$ cat config.mk
export PLATFORM = sky130hd
export DESIGN_NAME = mem_access_unit
export DESIGN_NICKNAME = d
export VERILOG_FILES = /design/src/rtl/mem_access_unit.sv
export SDC_FILE = /design/constraint.sdc
export NUM_CORES = 1
export LEC_CHECK = 0
export CAP_MARGIN = 30
export CORE_AREA = 2 2 126 128
export CTS_CLUSTER_DIAMETER = 30
export DETAILED_ROUTE_END_ITERATION = 16
export DIE_AREA = 0 0 128 130
export SLEW_MARGIN = 10
export SYNTH_ARGS = -nofsm -noshare
export SYNTH_HDL_FRONTEND = slang
export SYNTH_SLANG_ARGS = --single-unit
$ cat constraint.sdc
create_clock -name clk -period 3.2 [get_ports clk]
set_input_delay 0.64 -clock clk [delete_from_list [all_inputs] [get_ports clk]]
set_output_delay 0.64 -clock clk [all_outputs]
set_load 0.05 [all_outputs]
$ cat src/rtl/mem_access_unit.sv
// Load/store front-end for a masked BRAM: error 1 cycle, store 2, load 3 (accept to rsp_valid).
// One request in flight; req_ready is high only in IDLE, and input changes while busy are ignored.
module mem_access_unit #(
  parameter int ADDR_W = 10
) (
  input  logic              clk,
  input  logic              rst_n,
  input  logic              req_valid,
  output logic              req_ready,
  input  logic              req_we,
  input  logic [1:0]        req_size,
  input  logic              req_unsigned,
  input  logic [31:0]       req_addr,
  input  logic [31:0]       req_wdata,
  output logic              rsp_valid,
  output logic              rsp_err,
  output logic [31:0]       rsp_rdata,
  output logic              mem_en,
  output logic [3:0]        mem_wr_mask,
  output logic [ADDR_W-1:0] mem_addr,
  output logic [31:0]       mem_data_out,
  input  logic [31:0]       mem_data_in
);

  typedef enum logic [1:0] {S_IDLE, S_ACCESS, S_WAIT, S_RESP} state_t;

  state_t      r_state, w_state_nxt;
  logic        r_we, r_uns;
  logic [1:0]  r_size, r_off;
  logic        w_accept, w_err, w_misalign, w_oor;
  logic [3:0]  w_mask;
  logic [31:0] w_wdata, w_ld;
  logic [7:0]  w_byte;
  logic [15:0] w_half;

  assign req_ready = (r_state == S_IDLE);
  assign w_accept  = req_valid & req_ready;
  // Any address bit above the BRAM's byte range makes the access out of range.
  assign w_oor     = (req_addr >> (ADDR_W + 2)) != 32'd0;
  assign w_err     = w_misalign | w_oor;

  always_comb begin
    w_misalign = 1'b0;
    w_mask     = 4'b1111;
    w_wdata    = req_wdata;
    case (req_size)
      2'b00: begin
        w_mask  = 4'b0001 << req_addr[1:0];
        w_wdata = {4{req_wdata[7:0]}};
      end
      2'b01: begin
        w_misalign = req_addr[0];
        w_mask     = 4'b0011 << req_addr[1:0];
        w_wdata    = {2{req_wdata[15:0]}};
      end
      2'b10:   w_misalign = |req_addr[1:0];
      default: w_misalign = 1'b1;
    endcase
  end

  always_comb begin
    w_byte = mem_data_in[7:0];
    case (r_off)
      2'd1:    w_byte = mem_data_in[15:8];
      2'd2:    w_byte = mem_data_in[23:16];
      2'd3:    w_byte = mem_data_in[31:24];
      default: w_byte = mem_data_in[7:0];
    endcase
    w_half = r_off[1] ? mem_data_in[31:16] : mem_data_in[15:0];
    case (r_size)
      2'b00:   w_ld = {{24{~r_uns & w_byte[7]}}, w_byte};
      2'b01:   w_ld = {{16{~r_uns & w_half[15]}}, w_half};
      default: w_ld = mem_data_in;
    endcase
  end

  always_comb begin
    w_state_nxt = r_state;
    case (r_state)
      S_IDLE:   if (w_accept) w_state_nxt = w_err ? S_RESP : S_ACCESS;
      S_ACCESS: w_state_nxt = r_we ? S_RESP : S_WAIT;
      S_WAIT:   w_state_nxt = S_RESP;
      S_RESP:   w_state_nxt = S_IDLE;
      default:  w_state_nxt = S_IDLE;
    endcase
  end

  always_ff @(posedge clk or negedge rst_n) begin
    if (!rst_n) r_state <= S_IDLE;
    else        r_state <= w_state_nxt;
  end

  always_ff @(posedge clk or negedge rst_n) begin
    if (!rst_n) begin
      r_we         <= 1'b0;
      r_uns        <= 1'b0;
      r_size       <= 2'b00;
      r_off        <= 2'b00;
      mem_en       <= 1'b0;
      mem_wr_mask  <= 4'b0000;
      mem_addr     <= '0;
      mem_data_out <= 32'd0;
      rsp_valid    <= 1'b0;
      rsp_err      <= 1'b0;
      rsp_rdata    <= 32'd0;
    end else begin
      // Strobes default low so mem_en/mask/rsp_valid are single-cycle pulses.
      mem_en      <= 1'b0;
      mem_wr_mask <= 4'b0000;
      rsp_valid   <= 1'b0;
      rsp_err     <= 1'b0;
      case (r_state)
        S_IDLE: begin
          if (w_accept) begin
            r_we   <= req_we;
            r_uns  <= req_unsigned;
            r_size <= req_size;
            r_off  <= req_addr[1:0];
            if (w_err) begin
              rsp_valid <= 1'b1;
              rsp_err   <= 1'b1;
              rsp_rdata <= 32'd0;
            end else begin
              mem_en       <= 1'b1;
              mem_addr     <= req_addr[ADDR_W+1:2];
              mem_wr_mask  <= req_we ? w_mask : 4'b0000;
              mem_data_out <= w_wdata;
            end
          end
        end
        S_ACCESS: begin
          if (r_we) begin
            rsp_valid <= 1'b1;
            rsp_rdata <= 32'd0;
          end
        end
        S_WAIT: begin
          rsp_valid <= 1'b1;
          rsp_rdata <= w_ld;
        end
        default: ;
      endcase
    end
  end

endmodule
==> impl_metrics.toml <==
[run_status]
status = "complete, no violations"

[die]
die_y_um = 130
ios = 185
core_um2 = 15420
rows = 46
start_util_pct = 29.41
dieArea_um2 = 16640
die_w_um = 128

[layout]
syn_to_final_growth_pct = 54.50
nets = 713
fillers = 1490
design_area_um2 = 7009
instances_no_fill = 801
diodes = 0
drive_gt1_share_pct = 14.78

[sta]
slew_viol_final = 0
setup_viol = 0
timing.hold.ws_ns = 0.3504
fmax_mhz = 366.4
tightest_slew_ns = 0.9407
fin_worst_skew_ns = 0.008016
rsz0062_at_grt = "no"
post-route-period-util_pct = 85.29
tns_ns = 0
relSlewSlack_pct = 37.29
hold_violations = 0
min_period_ns = 2.729

[logic_synthesis]
synthFlopType = "dfrtp_1"
synth_commonest_cells = "dfrtp_1, mux2_2, mux2i_1"
yosysTopAreaCellShare_pct = 49.09
yosysUniqueCellTypes = 36
yosys-top-cells-area = "dfrtp_1, mux2_2, mux2i_1"
syn_area_um2 = 4537
synth_area_per_cell_um2 = 10.91
synth_most_common_cell = "dfrtp_1"
yosys.area.top_type = "dfrtp_1"
ys.warnings.count = 0
postSynth.asyncResetShare_pct = 100.0
ys_ff_latch = 89
synth_nets = 524
synthCells = 416
yosysSeqAreaShare_pct = 49.09
synth_edf_count = 0

[pwr]
ir_drop_mv = 0.3614
p_per_area_nw_per_um2 = 726.6
p_leak_uw = 0.003112

[drt]
wl_per_cell_um = 17.79
wirelength_um = 14250
drt_iter0_markers = 142
viasPerCell = 4.924
ant_nets = 0
drt_first_pass_iters = 4
via_count = 3944
drc_errors = 0

[clocking]
clockBufferDepth = 2
post_cts_buffers = 0
clk_latency_ns = 0.34
cts_tree = "done"
cts-htree-levels = 3
cts-buffers-inserted = 9
cts.reportedPaths.clkPinSlew_ns = 0.07
holdBufCountCts = 0
cts_resized = 0
clock-sinks = 89
cts_root_buffer = "clkbuf_16"

[placed_design]
port_buffers = 184
place_inst = 785
hpwl_um = 10860
placed_area_um2 = 6683
globalplace.congestion = 0.8331

[global_routing]
overflow = 0
grt_pass1_vias = 4165
antenna_found_initial = 0
grt_pass1_wl_um = 21950
grt_max_degree = 53
grt_util_all_layers_pct = 17.30

[worst_hold_path]
hp-class = "in2async"

[worst_setup_path]
r2r-start = "r_state[0]$_DFFE_PN0N_"
r2r_end = "rsp_rdata[28]$_DFFE_PN0P_"
path_cells = "clkdlybuf4s50_1, nor3_1, o211ai_2, nor3_4, a2111oi_4, buf_6, mux2_2"
reg2reg_slack_ns = 0.79
critPathMaxStageDelay_ns = 0.70
worstSetupStartpointType = "input pin"
crit_arrival_ns = 2.96
crit_type = "in2reg"
worst-path-max-fanout = 12
cp_slowest_cell = "a2111oi_4"
crit_required_ns = 3.43
cp-end-kind = "flop"
r2r_cells = 6

[run]
maxCapViolations = 0
-- state kept, by name (all words and copies together), names as in the netlist --
register,count
mem_data_out,32
rsp_rdata,32
mem_addr,10
mem_wr_mask,4
r_off,2
r_size,2
r_state,2
mem_en,1
r_uns,1
r_we,1
rsp_err,1
rsp_valid,1
-- worst max path at each step --
stage | startpoint | to | slack [ns] | depth (start not counted)
after floorplan | r_state[0]$_DFFE_PN0N_ | mem_addr[0]$_DFFE_PN0P_ | 0.65 | 6
after global placement | req_addr[0] | rsp_rdata[0]$_DFFE_PN0P_ | -0.18 | 7
after detailed placement | req_size[0] | rsp_rdata[22]$_DFFE_PN0P_ | 0.10 | 7
after CTS | req_size[0] | rsp_rdata[22]$_DFFE_PN0P_ | 0.46 | 7
after global routing | req_size[0] | rsp_rdata[17]$_DFFE_PN0P_ | 0.39 | 7
final | req_size[0] | rsp_rdata[28]$_DFFE_PN0P_ | 0.47 | 7
-- final cells by class --
cell class | instances | area [um2] | share of cell area [%]
flip-flops and latches | 89 | 2227 | 31.77
multi-input cells | 278 | 2115 | 30.17
repair buffers | 205 | 2026 | 28.90
clock buffers | 11 | 242.7 | 3.463
well taps | 192 | 240.2 | 3.427
inverters | 22 | 82.58 | 1.178
clock inverters | 4 | 76.32 | 1.089
-- per-layer routing --
layer	track usage, %	up-vias	wire length [um]
li1	-	1858	-
met1	19.99	1883	5937
met2	29.16	189	6586
met3	6.601	14	1486
met4	6.852	0	242
met5	0	-	0
-- report_power, final --
part | internal (uW) | total, uW | switching (uW)
registers | 1320 | 1570 | 246
clock network | 704 | 1140 | 440
logic | 1020 | 2380 | 1360
total | 3050 | 5090 | 2040
-- through the flow --
stage               worst slack, ns  utilization [%]  power (uW)
floorplan                    0.6480                -        3210
global placement            -0.1825            43.25        3887
detailed placement           0.1025            43.32        3982
CTS                          0.4612            45.39        5153
global route                 0.3850            45.44        5392
finish                       0.4707            45.44        5093
-- critical path, delay by kind of cell --
family / cells / cell delay (ns)
AO/OA/AOI/OAI: 2 / 0.97
multiplexers: 1 / 0.35
buffers and inverters: 2 / 0.80
AND/OR/NAND/NOR: 2 / 0.20
-- placed cells by master (no fill, tap or decap), types with 5 or more instances in the layout --
cell type	n
a21oi_1	35
buf_4	19
clkbuf_16	9
clkdlybuf4s50_1	183
dfrtp_1	89
ha_1	5
inv_1	22
mux2_2	50
mux2i_1	46
nand2_1	20
nor2_1	44
nor2b_1	6
o21a_1	11
o21ai_0	10
o221ai_1	14
o31a_1	7
-- cells by family after synthesis --
family,after synthesis,synth area share (%)
AO/OA/AOI/OAI,90,13.46
adder cells (fa/ha/maj),5,1.379
buffers and inverters,49,4.495
flip-flops,89,49.09
multiplexers,98,23.06
AND/OR/NAND/NOR,85,8.522
Power figures use the tool's default switching activity.
